[src/rtl/keypad_scan_reader.sv]
// 4x4 matrix keypad scanner: column drive, row sync, scan classification,
// debounce FSM and one-cycle key strobe.
module keypad_scan_reader #(
  parameter int SCAN_DIV       = 50000,
  parameter int DEBOUNCE_SCANS = 4
) (
  input  logic       clk,
  input  logic       rst,
  input  logic [3:0] row_in,
  output logic [3:0] col_out,
  output logic [3:0] key_code,
  output logic       key_valid,
  output logic       key_held
);

  localparam int SW = (SCAN_DIV > 1) ? $clog2(SCAN_DIV) : 1;
  localparam int CW = $clog2(DEBOUNCE_SCANS + 1);

  typedef enum logic [1:0] {
    IDLE,
    DB_PRESS,
    PRESSED,
    DB_RELEASE
  } state_t;

  logic [3:0]    row_s1;
  logic [3:0]    row_s2;
  logic [SW-1:0] slot_cnt;
  logic [1:0]    col_idx;
  logic          slot_end;
  logic          scan_end;

  logic [3:0]    low;
  logic [2:0]    hits;
  logic [1:0]    row_idx;
  logic [2:0]    tot;
  logic [1:0]    tot_sat;
  logic [3:0]    new_code;
  logic [1:0]    acc_cnt;
  logic [3:0]    acc_code;

  logic          scan_done;
  logic [1:0]    scan_kind;
  logic [3:0]    scan_code;

  state_t        state;
  state_t        state_n;
  logic [3:0]    cand;
  logic [3:0]    cand_n;
  logic [CW-1:0] cnt;
  logic [CW-1:0] cnt_n;
  logic          accept;
  logic          valid_q;
  logic          single;
  logic          none;
  logic          last_cnt;

  always_ff @(posedge clk) begin
    if (rst) begin
      row_s1 <= 4'hF;
      row_s2 <= 4'hF;
    end else begin
      row_s1 <= row_in;
      row_s2 <= row_s1;
    end
  end

  assign slot_end = (slot_cnt == SW'(SCAN_DIV - 1));
  assign scan_end = slot_end && (col_idx == 2'd3);

  always_ff @(posedge clk) begin
    if (rst) begin
      slot_cnt <= '0;
      col_idx  <= 2'd0;
    end else if (slot_end) begin
      slot_cnt <= '0;
      col_idx  <= col_idx + 2'd1;
    end else begin
      slot_cnt <= slot_cnt + SW'(1);
    end
  end

  assign col_out = ~(4'b0001 << col_idx);

  // Low-point count saturates at 2: anything beyond one point is a chord.
  always_comb begin
    low  = ~row_s2;
    hits = 3'(low[0]) + 3'(low[1]) + 3'(low[2]) + 3'(low[3]);
    row_idx = 2'd0;
    for (int i = 0; i < 4; i++) begin
      if (low[i]) row_idx = 2'(i);
    end
    tot      = {1'b0, acc_cnt} + hits;
    tot_sat  = (tot >= 3'd2) ? 2'd2 : tot[1:0];
    new_code = acc_code;
    if (acc_cnt == 2'd0 && hits == 3'd1) new_code = {row_idx, col_idx};
  end

  always_ff @(posedge clk) begin
    if (rst) begin
      acc_cnt  <= 2'd0;
      acc_code <= 4'd0;
    end else if (slot_end) begin
      if (col_idx == 2'd3) begin
        acc_cnt  <= 2'd0;
        acc_code <= 4'd0;
      end else begin
        acc_cnt  <= tot_sat;
        acc_code <= new_code;
      end
    end
  end

  always_ff @(posedge clk) begin
    if (rst) begin
      scan_done <= 1'b0;
      scan_kind <= 2'd0;
      scan_code <= 4'd0;
    end else begin
      scan_done <= scan_end;
      if (scan_end) begin
        scan_kind <= tot_sat;
        scan_code <= new_code;
      end
    end
  end

  always_ff @(posedge clk) begin
    if (rst) begin
      state    <= IDLE;
      cand     <= 4'd0;
      cnt      <= '0;
      key_code <= 4'd0;
      valid_q  <= 1'b0;
    end else begin
      state   <= state_n;
      cand    <= cand_n;
      cnt     <= cnt_n;
      valid_q <= accept;
      if (accept) key_code <= cand_n;
    end
  end

  assign single   = (scan_kind == 2'd1);
  assign none     = (scan_kind == 2'd0);
  assign last_cnt = ((cnt + CW'(1)) == CW'(DEBOUNCE_SCANS));

  always_comb begin
    state_n = state;
    cand_n  = cand;
    cnt_n   = cnt;
    accept  = 1'b0;
    if (scan_done) begin
      unique case (state)
        IDLE: begin
          if (single) begin
            cand_n = scan_code;
            if (DEBOUNCE_SCANS == 1) begin
              state_n = PRESSED;
              cnt_n   = '0;
              accept  = 1'b1;
            end else begin
              state_n = DB_PRESS;
              cnt_n   = CW'(1);
            end
          end
        end
        DB_PRESS: begin
          if (single && scan_code == cand) begin
            if (last_cnt) begin
              state_n = PRESSED;
              cnt_n   = '0;
              accept  = 1'b1;
            end else begin
              cnt_n = cnt + CW'(1);
            end
          end else if (single) begin
            cand_n = scan_code;
            cnt_n  = CW'(1);
          end else begin
            state_n = IDLE;
            cnt_n   = '0;
          end
        end
        PRESSED: begin
          if (none) begin
            if (DEBOUNCE_SCANS == 1) begin
              state_n = IDLE;
              cnt_n   = '0;
            end else begin
              state_n = DB_RELEASE;
              cnt_n   = CW'(1);
            end
          end
        end
        DB_RELEASE: begin
          if (none) begin
            if (last_cnt) begin
              state_n = IDLE;
              cnt_n   = '0;
            end else begin
              cnt_n = cnt + CW'(1);
            end
          end else begin
            state_n = PRESSED;
            cnt_n   = '0;
          end
        end
        default: begin
          state_n = IDLE;
          cnt_n   = '0;
        end
      endcase
    end
  end

  always_comb begin
    key_valid = valid_q;
    key_held  = (state == PRESSED) || (state == DB_RELEASE);
  end

endmodule

[config.mk]
export PLATFORM = sky130hd
export DESIGN_NAME = keypad_scan_reader
export DESIGN_NICKNAME = d
export VERILOG_FILES = /design/src/rtl/keypad_scan_reader.sv
export SDC_FILE = /design/constraint.sdc
export NUM_CORES = 1
export LEC_CHECK = 0
export CAP_MARGIN = 40
export CELL_PAD_IN_SITES_DETAIL_PLACEMENT = 0
export CELL_PAD_IN_SITES_GLOBAL_PLACEMENT = 1
export CORE_UTILIZATION = 40
export DETAILED_ROUTE_END_ITERATION = 6
export MAX_ROUTING_LAYER = met4
export PLACE_DENSITY_LB_ADDON = 0.1
export SYNTH_ARGS = -nofsm -noshare
export SYNTH_HDL_FRONTEND = slang
export SYNTH_SLANG_ARGS = --single-unit
[constraint.sdc]
create_clock -name clk -period 2.9 [get_ports clk]
set_input_delay 0.725 -clock clk [delete_from_list [all_inputs] [get_ports clk]]
set_output_delay 0.725 -clock clk [all_outputs]
set_load 0.02 [all_outputs]
* Yosys cells after proc, flatten, opt, wreduce, memory -nomap -nowiden
Cells that the tools add are included.
** Word-level totals
- Register bits after elaboration :: 53
- Input port bits :: 6
- Output and inout port bits :: 10
- Word-level logic and storage cells :: 79
** Operators by class
- $add $sub $neg :: 7
- $lt $le $gt $ge :: 1
- Eq/ne operators :: 14
- Shift-type cells :: 1
- Multiplexer cells :: 30
- Bitwise gates (word level) :: 2
- Reductions and logical operators :: 10
** Operators by type and width (number)
- two-way mux 2 bit :: 11
- two-way mux 4 bit :: 5
- adder 16 x 1 -> 16 bit (second input constant) :: 1
- equality test 16 bit (second input constant) :: 1
- two-way mux 3 bit :: 5
- one-hot mux 3 bit (4 select lines) :: 1
- inequality test 3 bit (second input constant) :: 3
- NOT 4 bit :: 2
- one-hot mux 2 bit (4 select lines) :: 1
- one-hot mux 4 bit (2 select lines) :: 1
- equality test 2 bit (second input constant) :: 3
- logical NOT 2 bit :: 3
- two-way mux 1 bit :: 6
- AND reduction 6 bit :: 1
- equality test 2 x 1 -> 1 bit (second input constant) :: 2
- equality test 4 bit :: 1
- inequality test 2 bit (second input constant) :: 2
- << shifter 1 x 2 -> 4 bit (first input constant) :: 1
- adder 2 x 1 -> 3 bit :: 1
- adder 2 x 3 -> 3 bit :: 1
- adder 3 x 1 -> 3 bit :: 1
- adder 3 x 1 -> 3 bit (second input constant) :: 1
- equality test 3 x 1 -> 1 bit (second input constant) :: 1
- equality test 3 bit (second input constant) :: 1
- other kinds (7) :: 9

* Logic depth before layout (Yosys ltp)
Gate-level depths: netlist of run 1.
- Word-level depth :: 8
- Gate-level depth with buffers :: 9
- Mapped depth without buffers :: 9

* Worst setup path before layout of run 1
No wires, ideal clock.
- Path kind :: flip-flop to flip-flop
- Start point :: reg row_s2[0]
- End point :: reg acc_code[3]
- Setup time :: 0.128 ns
- Arrival time :: 2.585 ns
- Data required time :: 2.772 ns
- Path slack :: 0.187 ns
- Stages on the path, launching flop included :: 9
- Path buffers :: 0
- Period minus slack after synthesis :: 2.713 ns
- Path through :: dfxtp_1 > inv_1 > fa_1 > ha_1 > ha_1 > or4b_2 > nor2_1 > mux2i_1 > o32ai_1
** On the way
- Word-level cells in the longest chain between the ends :: 8
** Ends and longest elaborated chain
- start, declared :: RTL line 27 : logic [3:0] row_s2;
- start signal, assigned :: RTL line 64 : row_s2 <= row_s1;
- NOT 4 bit :: RTL line 87 : low = ~row_s2;
- adder 1 x 1 -> 2 bit :: RTL line 88 : hits = 3'(low[0]) + 3'(low[1]) + 3'(low[2]) + 3'(low[3]);
- adder 2 x 1 -> 3 bit :: RTL line 88
- adder 3 x 1 -> 3 bit :: RTL line 88
- equality test 3 x 1 -> 1 bit :: RTL line 96 : if (acc_cnt == 2'd0 && hits == 3'd1) new_code = {row_idx, col_idx};
- logical AND 1 bit :: RTL line 96
- two-way mux 4 bit :: RTL line 96
- two-way mux 4 bit :: RTL line 104 : if (col_idx == 2'd3) begin
- end signal, assigned :: RTL line 109 : acc_code <= new_code;
- end, declared :: RTL line 40 : logic [3:0] acc_code;
No other way between the ends.
A chain may end at the register's enable or synchronous reset.

* Worst setup path in the final report of run 1
Ends and elaborated chain as after synthesis.

==> results by group, run 1 <==
Critical path
  • CP Cell Sequence: inv_1 -> fa_1 -> ha_1 -> ha_1 -> or4b_2 -> nor2_1 -> buf_4 -> mux2i_1 -> o32ai_1
  • Crit end category: flop
  • CP arrival: 2.96 ns
  • Worst stage delay on the critical path: 0.68 ns
  • Max FO, Critical Path: 4
  • R2R setup slack: 0.13 ns
  • CP most frequent cell: ha_1
  • Worst r2r src: row_s2[0]
  • Crit path kind: flop to flop
  • R2R cell count: 9
  • R2R Path End: acc_code[3]
  • Stages on worst setup path: 9
  • Critical Path RT: 3.10 ns
  • Family with the most delay on the worst path: adder cells
  • Startpoint types: flop
  • Slowest CP cell: or4b_2
  • CP bufs+invs: 2

Drt
  • Highest routed layer: met4
  • WL met2: 2.07 mm
  • Routed vias: 1780
  • TritonRoute pass-1 iters: 4
  • DRC: 0
  • Met1 wire length: 2.41 mm
  • Detail Route Antenna Nets: 0
  • WL/cell: 13.0 um
  • Initial drt markers: 53
  • Met3 WL: 114 um
  • Via density: 4.96
  • Overall routed net length: 4.67 mm

Synth
  • Cell Area, Synth: 2430 um^2
  • Post-synth EDFFs: 0
  • Register area share after synthesis: 43.6%
  • #FFs+latches synth: 53
  • Synth Flop Type: dfxtp_1
  • Most area-consuming cells after synthesis: dfxtp_1 (44%), ha_1 (5.7%), xnor2_1 (4.3%)
  • Synthesized Nets: 284
  • Area leader, netlist: dfxtp_1
  • Asr flop ratio synth: 0%
  • Mapped Cells: 265
  • Warnings, synthesis: 0
  • Avg Cell Area, Syn: 9.18 um^2
  • Unique masters post-synth: 41
  • Top-area cell type share of the netlist area: 43.6%

Global route
  • Largest net degree at the start of global routing: 20
  • Grt ovf: 0
  • Wire length of the first global-routing pass: 7.91 mm
  • Vias in the first global route: 1724
  • GRT Util Overall: 16.6%
  • Initial antenna violation count: 0

Final layout
  • Layout cell share with drive strength beyond 1: 10.6%
  • P&R area growth vs syn: 14.6%
  • Nets: 303
  • Cell Count, Final, Fillers Out: 359
  • Most common cell after layout, fill and taps aside: dfxtp_1
  • Filler instances: 581
  • Antenna diodes: 0
  • Commonest cells after routing, fill and taps aside: dfxtp_1 (53), nor2_1 (27), inv_1 (21)

Power and ir drop
  • Max rail drop VDD: 0.192 mV
  • Power Dens Cells: 441 nW/um^2
  • Leakage: 1.05 nW
  • Tot Pwr: 0.00123 W

STA
  • RSZ-0062 raised after global routing: false
  • Clock Skews: 0.00622 ns
  • Slew margin rel.: 53.5%
  • Final hold vios: 0
  • Worst-Margin Slew: 0.692 ns
  • Fin. max-slew vios: 0
  • Period utilization: 95.4%
  • Final Critical Period: 2.77 ns
  • Endpoints failing setup: 0
  • Highest clock rate: 362 MHz
  • TNS Setup: 0 ns

Hold path
  • HP Class: flop to flop
  • Hold depth: 1
  • HP Start: row_s1[0]
  • Hold-critical path endpoint: row_s2[0]

Clocking
  • Resize count post-CTS: 0
  • H-tree Lvls: 2
  • CTS Buf Count: 5
  • Clk sinks: 53
  • Worst-path clk slew: 0.09 ns
  • CTS tree: done
  • Worst-Skew Late Latency: 0.31 ns
  • Setup bufs post-CTS: 0
  • Root Buffer Master: clkbuf_8
  • Clock buffer depth: 2
  • Post-CTS Hold Buffers: 0

Floorplanning
  • Die area: 6400 um^2
  • Row cnt: 28
  • Initial Utilization: 41.3%
  • IO Count: 16
  • Die height: 80 um
  • Die W: 80 um
  • Core ar.: 5890 um^2

Place
  • Placed cells: 352
  • Port Buffer Count: 15
  • Final estimated routing congestion in global placement: 0.720
  • HPWL after DPL: 3.32 mm

Run status
  • Outcome: finished, final reports clean

Run
  • Max Cap Viol: 0
synthesized netlist by cell type, drive strengths merged, types with 3 or more instances:
| master | number |
|---|---|
| a211o | 4 |
| a21oi | 8 |
| buf | 4 |
| clkbuf | 7 |
| dfxtp | 53 |
| ha | 11 |
| inv | 21 |
| mux2 | 4 |
| mux2i | 10 |
| nand2 | 13 |
| nand3 | 11 |
| nand4 | 8 |
| nor2 | 27 |
| nor2b | 6 |
| nor3 | 6 |
| nor4 | 7 |
| o21ai | 8 |
| or2 | 8 |
| or4b | 3 |
| xnor2 | 12 |
| xor2 | 9 |
kinds of logic (layout without fill, tap and decap cells):
group | count (synthesis) | in the layout | synth area share, %
AOI/OAI and AO/OA | 30 | 30 | 8.12
adders and majority gates | 13 | 13 | 7.30
DFF | 53 | 53 | 43.6
muxes | 14 | 14 | 5.96
buffers and inverters | 33 | 52 | 5.24
xor gates and xnor gates | 21 | 21 | 7.56
and+or+nand+nor | 101 | 101 | 22.2
flip-flops by register name (all words and copies together) (netlist names):
| name | count |
|---|---|
| cnt | 3 |
| key_code | 4 |
| acc_code | 4 |
| scan_kind | 2 |
| state | 2 |
| col_idx | 2 |
| key_valid | 1 |
| row_s1 | 4 |
| scan_done | 1 |
| slot_cnt | 16 |
| acc_cnt | 2 |
| cand | 4 |
| scan_code | 4 |
| row_s2 | 4 |
metrics by stage:
step           cell area [um^2]  utilization (%)  setup slack [ns]  hold WS (ns)
3_5_place_dp               2700             45.9             0.167         0.401
4_1_cts                    2790             47.4             0.133         0.425
3_3_place_gp               2700             45.9             0.199         0.409
5_1_grt                    2790             47.4           0.00313         0.441
2_1_floorplan              2430                -             0.187         0.389
6_report                   2790             47.4             0.135         0.425
layout make-up:
cell class                 count  area, um^2  share of cell area, %
multi-input combinational    179        1250                   44.9
sequential                    53        1060                   38.0
timing repair buffer          23         210                   7.54
tap                           75        93.8                   3.36
clock buffer                   6        82.6                   2.96
inverter                      22        82.6                   2.96
clock inverter                 1        7.51                  0.269
metal layers:
metal / track usage, % / up-vias
met1: 20.3 / 819
met2: 26.6 / 12
met5: - / -
li1: - / 941
met3: 3.54 / 8
met4: 6.43 / 0
how the worst max path moves through the flow:
stage	end	start	slack [ns]
4_1_cts	acc_code[3]	row_s2[0]	0.13
6_report	acc_code[3]	row_s2[0]	0.13
5_1_grt	scan_code[2]	row_s2[0]	0.003
3_5_place_dp	acc_code[3]	row_s2[3]	0.17
3_3_place_gp	acc_code[3]	row_s2[0]	0.20
2_1_floorplan	acc_code[3]	row_s2[0]	0.19
power breakdown:
part	internal, W	switching [W]	total (W)	leakage, nW
registers	0.000736	0.00000592	0.000742	0.429
clock network	0.000189	0.000234	0.000423	0.0433
logic	0.0000302	0.0000348	0.0000649	0.582
Note: power is estimated with default switching activity, not from simulation.
==> run 2: changes to the inputs <==
--- a/config.mk
+++ b/config.mk
@@ -11,7 +11,8 @@
 export CORE_UTILIZATION = 40
 export DETAILED_ROUTE_END_ITERATION = 6
 export MAX_ROUTING_LAYER = met4
-export PLACE_DENSITY_LB_ADDON = 0.1
+export PLACE_DENSITY_LB_ADDON = 0.12
+export RECOVER_POWER = 100
 export SYNTH_ARGS = -nofsm -noshare
 export SYNTH_HDL_FRONTEND = slang
 export SYNTH_SLANG_ARGS = --single-unit
==> run 2 against run 1 <==
  * Critical path depth unchanged
  * Power up 6.6%
  * Largest power group unchanged
  * Highest routed layer unchanged
  * Cell area up 0.40%
  * Critical endpoint is now acc_code[2]
  * Non-clock buffer count down 1
  * Fmax up 1.2%
  * Flip-flop and latch count unchanged
  * First-iteration DRC count up 87%
  * Register-to-register slack better by 0.03 ns
  * Die area unchanged
  * Clock-buffer cell count up 1
  * Routed wire length down 1.3%
  * Via count up 0.34%
==> results by group, run 2 (same netlist as run 1, synthesis figures left out) <==
Run status
  • Outcome: finished, final reports clean

Critical path
  • Crit end category: flop
  • Critical path launch point: row_s2[0]
  • Family with the most delay on the worst path: adder cells
  • CP bufs+invs: 2
  • Worst r2r src: row_s2[0]
  • R2R cell count: 9
  • R2R Path End: acc_code[2]
  • Startpoint types: flop
  • Crit path to: acc_code[2]
  • R2R setup slack: 0.17 ns
  • Crit path kind: flop to flop
  • Max FO, Critical Path: 4
  • Worst stage delay on the critical path: 0.68 ns
  • CP arrival: 2.91 ns
  • CP most frequent cell: ha_1
  • Critical Path RT: 3.08 ns
  • Slowest CP cell: or4b_2
  • Stages on worst setup path: 9
  • CP Cell Sequence: inv_1 -> fa_1 -> ha_1 -> ha_1 -> or4b_2 -> nor2_1 -> buf_4 -> mux2i_1 -> o32ai_1

STA
  • Final Critical Period: 2.73 ns
  • RSZ-0062 raised after global routing: false
  • Final hold vios: 0
  • Fin. max-slew vios: 0
  • Worst-Margin Slew: 0.471 ns
  • Highest clock rate: 366 MHz
  • Period utilization: 94.2%
  • Endpoints failing setup: 0
  • Slew margin rel.: 68.5%
  • Clock Skews: 0.00852 ns
  • TNS Setup: 0 ns

Power and ir drop
  • Power Dens Cells: 468 nW/um^2
  • Clock power share: 38.7%
  • Leakage: 1.07 nW
  • Int Power: 0.00105 W
  • Combinational power share: 4.7%
  • Switching share of power: 20.3%
  • Switching power: 0.000266 W
  • Max rail drop VDD: 0.437 mV
  • Reg power frac: 56.6%

Drt
  • Via density: 4.97
  • Detail Route Antenna Nets: 0
  • Routed vias: 1786
  • DRC: 0
  • Initial drt markers: 99
  • Overall routed net length: 4.61 mm
  • TritonRoute pass-1 iters: 4
  • WL/cell: 12.8 um

Hold path
  • Hold depth: 1
  • HP Class: flop to flop

Final layout
  • Cell Count, Final, Fillers Out: 359
  • P&R area growth vs syn: 15.1%
  • Layout cell share with drive strength beyond 1: 9.51%
  • Filler instances: 578
  • Largest Register: slot_cnt
  • Most common cell after layout, fill and taps aside: dfxtp_1
  • Nets: 302
  • Max reg flops: 16
  • Commonest cells after routing, fill and taps aside: dfxtp_1 (53), nor2_1 (27), inv_1 (21)
  • Antenna diodes: 0

Global route
  • Initial antenna violation count: 0
  • Vias in the first global route: 1731
  • GRT Util Overall: 16.3%
  • Largest net degree at the start of global routing: 37
  • Wire length of the first global-routing pass: 7.85 mm
  • Grt ovf: 0

Clocking
  • CTS tree: done
  • H-tree Lvls: 2
  • CTS Buf Count: 5
  • Clk sinks: 53
  • Setup bufs post-CTS: 0
  • Worst-path clk slew: 0.09 ns
  • Worst-Skew Late Latency: 0.30 ns
  • Post-CTS Hold Buffers: 0
  • Clock buffer depth: 2
  • Root Buffer Master: clkbuf_8
  • Resize count post-CTS: 0

Floorplanning
  • Row cnt: 28
  • Die area: 6400 um^2
  • Die height: 80 um
  • Core ar.: 5890 um^2
  • Die W: 80 um
  • Initial Utilization: 41.3%
  • IO Count: 16

Place
  • HPWL after DPL: 3.24 mm
  • Final estimated routing congestion in global placement: 0.729
  • Port Buffer Count: 15
  • Placed cells: 351

Run
  • Max Cap Viol: 0
-- run 2: worst min path at each step --
stage / start / to / slack (ns)
after floorplan: row_s1[0] / row_s2[0] / 0.39
after global placement: row_s1[0] / row_s2[0] / 0.41
after detailed placement: row_s1[0] / row_s2[0] / 0.39
after CTS: row_s1[0] / row_s2[0] / 0.42
after global routing: row_s1[0] / row_s2[0] / 0.43
final: row_s1[0] / row_s2[0] / 0.41
-- run 2: worst reg2reg max path, stage by stage, from the launching register on --
cell	delay, ns
dfxtp_1	0.32
inv_1	0.05
fa_1	0.48
ha_1	0.20
ha_1	0.30
or4b_2	0.68
nor2_1	0.11
buf_4	0.15
mux2i_1	0.23
o32ai_1	0.09
-- run 2: cell type report --
class / instances / area, um^2 / share of cell area (%)
tap: 75 / 93.8 / 3.35
inverter: 22 / 82.6 / 2.95
clock buffer: 7 / 86.3 / 3.08
multi-input combinational: 179 / 1250 / 44.5
clock inverter: 1 / 30.0 / 1.07
timing repair buffer: 22 / 199 / 7.10
sequential: 53 / 1060 / 37.9
-- run 2: routing by layer --
layer / track usage, % / routed length (um) / part of all wire, %
met1: 19.7 / 2290 / 50
met2: 27.3 / 2110 / 46
met3: 3.89 / 168 / 3.6
met4: 4.29 / 39 / 0.85
met5: - / 0 / 0
-- run 2: power by group through the flow --
stage | Sequential (W) | Clock (W) | Combinational (W)
after floorplan | 0.000756 | 0 | 0.0000435
after global placement | 0.000759 | 0 | 0.0000634
after detailed placement | 0.000759 | 0 | 0.0000629
after CTS | 0.000742 | 0.000532 | 0.0000634
after global routing | 0.000744 | 0.000562 | 0.0000695
final | 0.000742 | 0.000507 | 0.0000618
-- run 2: per-stage QoR --
step / total power (W) / hold WS [ns] / instance area [um^2] / setup slack, ns / util, %
after floorplan: 0.000799 / 0.389 / 2430 / 0.187 / -
after global placement: 0.000822 / 0.408 / 2690 / 0.193 / 45.7
after detailed placement: 0.000822 / 0.393 / 2690 / 0.175 / 45.7
after CTS: 0.00134 / 0.415 / 2810 / 0.161 / 47.7
after global routing: 0.00137 / 0.430 / 2800 / 0.00385 / 47.6
final: 0.00131 / 0.413 / 2800 / 0.169 / 47.6
==> run 3: changes to the inputs <==
--- a/config.mk
+++ b/config.mk
@@ -8,6 +8,7 @@
 export CAP_MARGIN = 40
 export CELL_PAD_IN_SITES_DETAIL_PLACEMENT = 0
 export CELL_PAD_IN_SITES_GLOBAL_PLACEMENT = 1
+export CORE_MARGIN = 10
 export CORE_UTILIZATION = 40
 export DETAILED_ROUTE_END_ITERATION = 6
 export MAX_ROUTING_LAYER = met4
==> run 3 against run 2 <==
  * Global-route usage is 5.7 points lower
  * Register-to-register slack worse by 0.04 ns
  * Power is 6.1% higher
  * Final cell count is 0.28% higher
  * Clock-buffer cell count is 2 lower
  * Highest routed layer unchanged
  * Largest power group unchanged
  * First-iteration DRC count is 24% lower
  * Clock skew hardly changed
  * Setup slack worse by 0.041 ns
==> results by group, run 3 (same netlist as run 1, synthesis figures left out) <==
STA
  • Fin. max-slew vios: 0
  • Slew margin rel.: 62.9%
  • Worst setup margin: 0.127 ns
  • Clock Skews: 0.00833 ns
  • Highest clock rate: 361 MHz
  • Final Critical Period: 2.77 ns
  • Endpoints failing setup: 0
  • Period utilization: 95.6%
  • RSZ-0062 raised after global routing: false
  • Final hold vios: 0
  • TNS Setup: 0 ns
  • Worst-Margin Slew: 0.557 ns
  • Fin Hold WS: 0.425 ns

Drt
  • WL/cell: 13.5 um
  • Overall routed net length: 4.86 mm
  • DRC: 0
  • Initial drt markers: 75
  • Routed vias: 1818
  • TritonRoute pass-1 iters: 4
  • Detail Route Antenna Nets: 0
  • Via density: 5.05

Floorplanning
  • Die height: 98 um
  • Core ar.: 5920 um^2
  • Die area: 9600 um^2
  • Die W: 98 um
  • Row cnt: 28
  • IO Count: 16
  • Initial Utilization: 41.1%

Critical path
  • Family with the most delay on the worst path: adder cells
  • CP arrival: 2.95 ns
  • Slowest CP cell: or4b_2
  • Worst stage delay on the critical path: 0.69 ns
  • CP Cell Sequence: inv_1 -> fa_1 -> ha_1 -> ha_1 -> or4b_2 -> nor2_1 -> buf_4 -> mux2i_1 -> o32ai_1
  • CP most frequent cell: ha_1
  • Crit path kind: flop to flop
  • Critical Path RT: 3.08 ns
  • Crit end category: flop
  • Startpoint types: flop
  • Max FO, Critical Path: 4
  • CP bufs+invs: 2

Final layout
  • Commonest cells after routing, fill and taps aside: dfxtp_1 (53), nor2_1 (27), inv_1 (21)
  • P&R area growth vs syn: 15.9%
  • Most common cell after layout, fill and taps aside: dfxtp_1
  • Antenna diodes: 0
  • Layout cell share with drive strength beyond 1: 9.82%
  • Multi-input logic area: 1250 um^2
  • Max reg flops: 16
  • Nets: 303
  • Largest Register: slot_cnt
  • Finished layout cell area: 2820 um^2
  • Filler instances: 596
  • Sequential cell area: 1060 um^2

Power and ir drop
  • Leakage: 1.08 nW
  • Max rail drop VDD: 0.227 mV
  • Tot Pwr: 0.00139 W
  • Power Dens Cells: 493 nW/um^2

Clocking
  • Clk sinks: 53
  • Clock buffer depth: 2
  • H-tree Lvls: 2
  • Worst-Skew Late Latency: 0.31 ns
  • Worst-path clk slew: 0.09 ns
  • Resize count post-CTS: 0
  • Setup bufs post-CTS: 0
  • CTS Buf Count: 5
  • Post-CTS Hold Buffers: 0
  • Root Buffer Master: clkbuf_8
  • CTS tree: done

Run status
  • Outcome: finished, final reports clean

Global route
  • Wire length of the first global-routing pass: 8.47 mm
  • Vias in the first global route: 1735
  • Initial antenna violation count: 0
  • GRT Util Overall: 10.7%
  • Grt ovf: 0
  • Largest net degree at the start of global routing: 37

Place
  • Post-DP Area: 2700 um^2
  • Port Buffer Count: 15
  • Final estimated routing congestion in global placement: 0.758
  • Place WS: 0.155 ns
  • HPWL after DPL: 3.47 mm

Run
  • Max Cap Viol: 0

Hold path
  • HP Class: flop to flop
==> run 3: cell count changes in the layout (fill, tap and decap cells not counted) <==
| cell | previous run | this run |
|---|---|---|
| clkbuf_8 | 6 | 5 |
| clkinv_2 | 0 | 1 |
| bufinv_16 | 1 | 2 |
==> run 3: per-stage QoR <==
stage / util, % / cells
floorplan: - / 265
global placement: 45.6 / 352
detailed placement: 45.6 / 352
CTS: 47.8 / 360
global route: 47.7 / 360
finish: 47.7 / 360
==> run 3: power by group <==
part / leakage [nW] / switching (W) / internal (W)
registers: 0.429 / 0.00000621 / 0.000736
clock network: 0.0681 / 0.000243 / 0.000343
logic: 0.587 / 0.0000338 / 0.0000290
==> run 3: path summary, 6_finish.rpt <==
kind | cells after the start | slack [ns] | start | to
min reg2reg | 1 | 0.43 | row_s1[2] | row_s2[2]
min | 1 | 0.43 | row_s1[2] | row_s2[2]
max | 9 | 0.13 | row_s2[3] | acc_code[3]
max reg2reg | 9 | 0.13 | row_s2[3] | acc_code[3]
==> run 3: routing by layer <==
layer  GRT usage, %  up-vias  wire length [um]
met5              -        -                 0
met1           13.0      854              2420
li1               -      940                 -
met4           3.69        0                61
met2           16.8       17              2280
met3           2.61        7               106
==> run 3: cell type report <==
type / count / share of cell area (%)
sequential: 53 / 37.6
inverter: 22 / 2.93
tap: 75 / 3.33
clock buffer: 5 / 2.44
multi-input combinational: 179 / 44.2
clock inverter: 3 / 2.31
timing repair buffer: 23 / 7.18
==> run 3: worst register-to-register path, cell delays in order, from the launching register on <==
cell and delay, ns:
dfxtp_1 0.36, inv_1 0.06, fa_1 0.44, ha_1 0.20, ha_1 0.30, or4b_2 0.69
nor2_1 0.12, buf_4 0.15, mux2i_1 0.23, o32ai_1 0.11
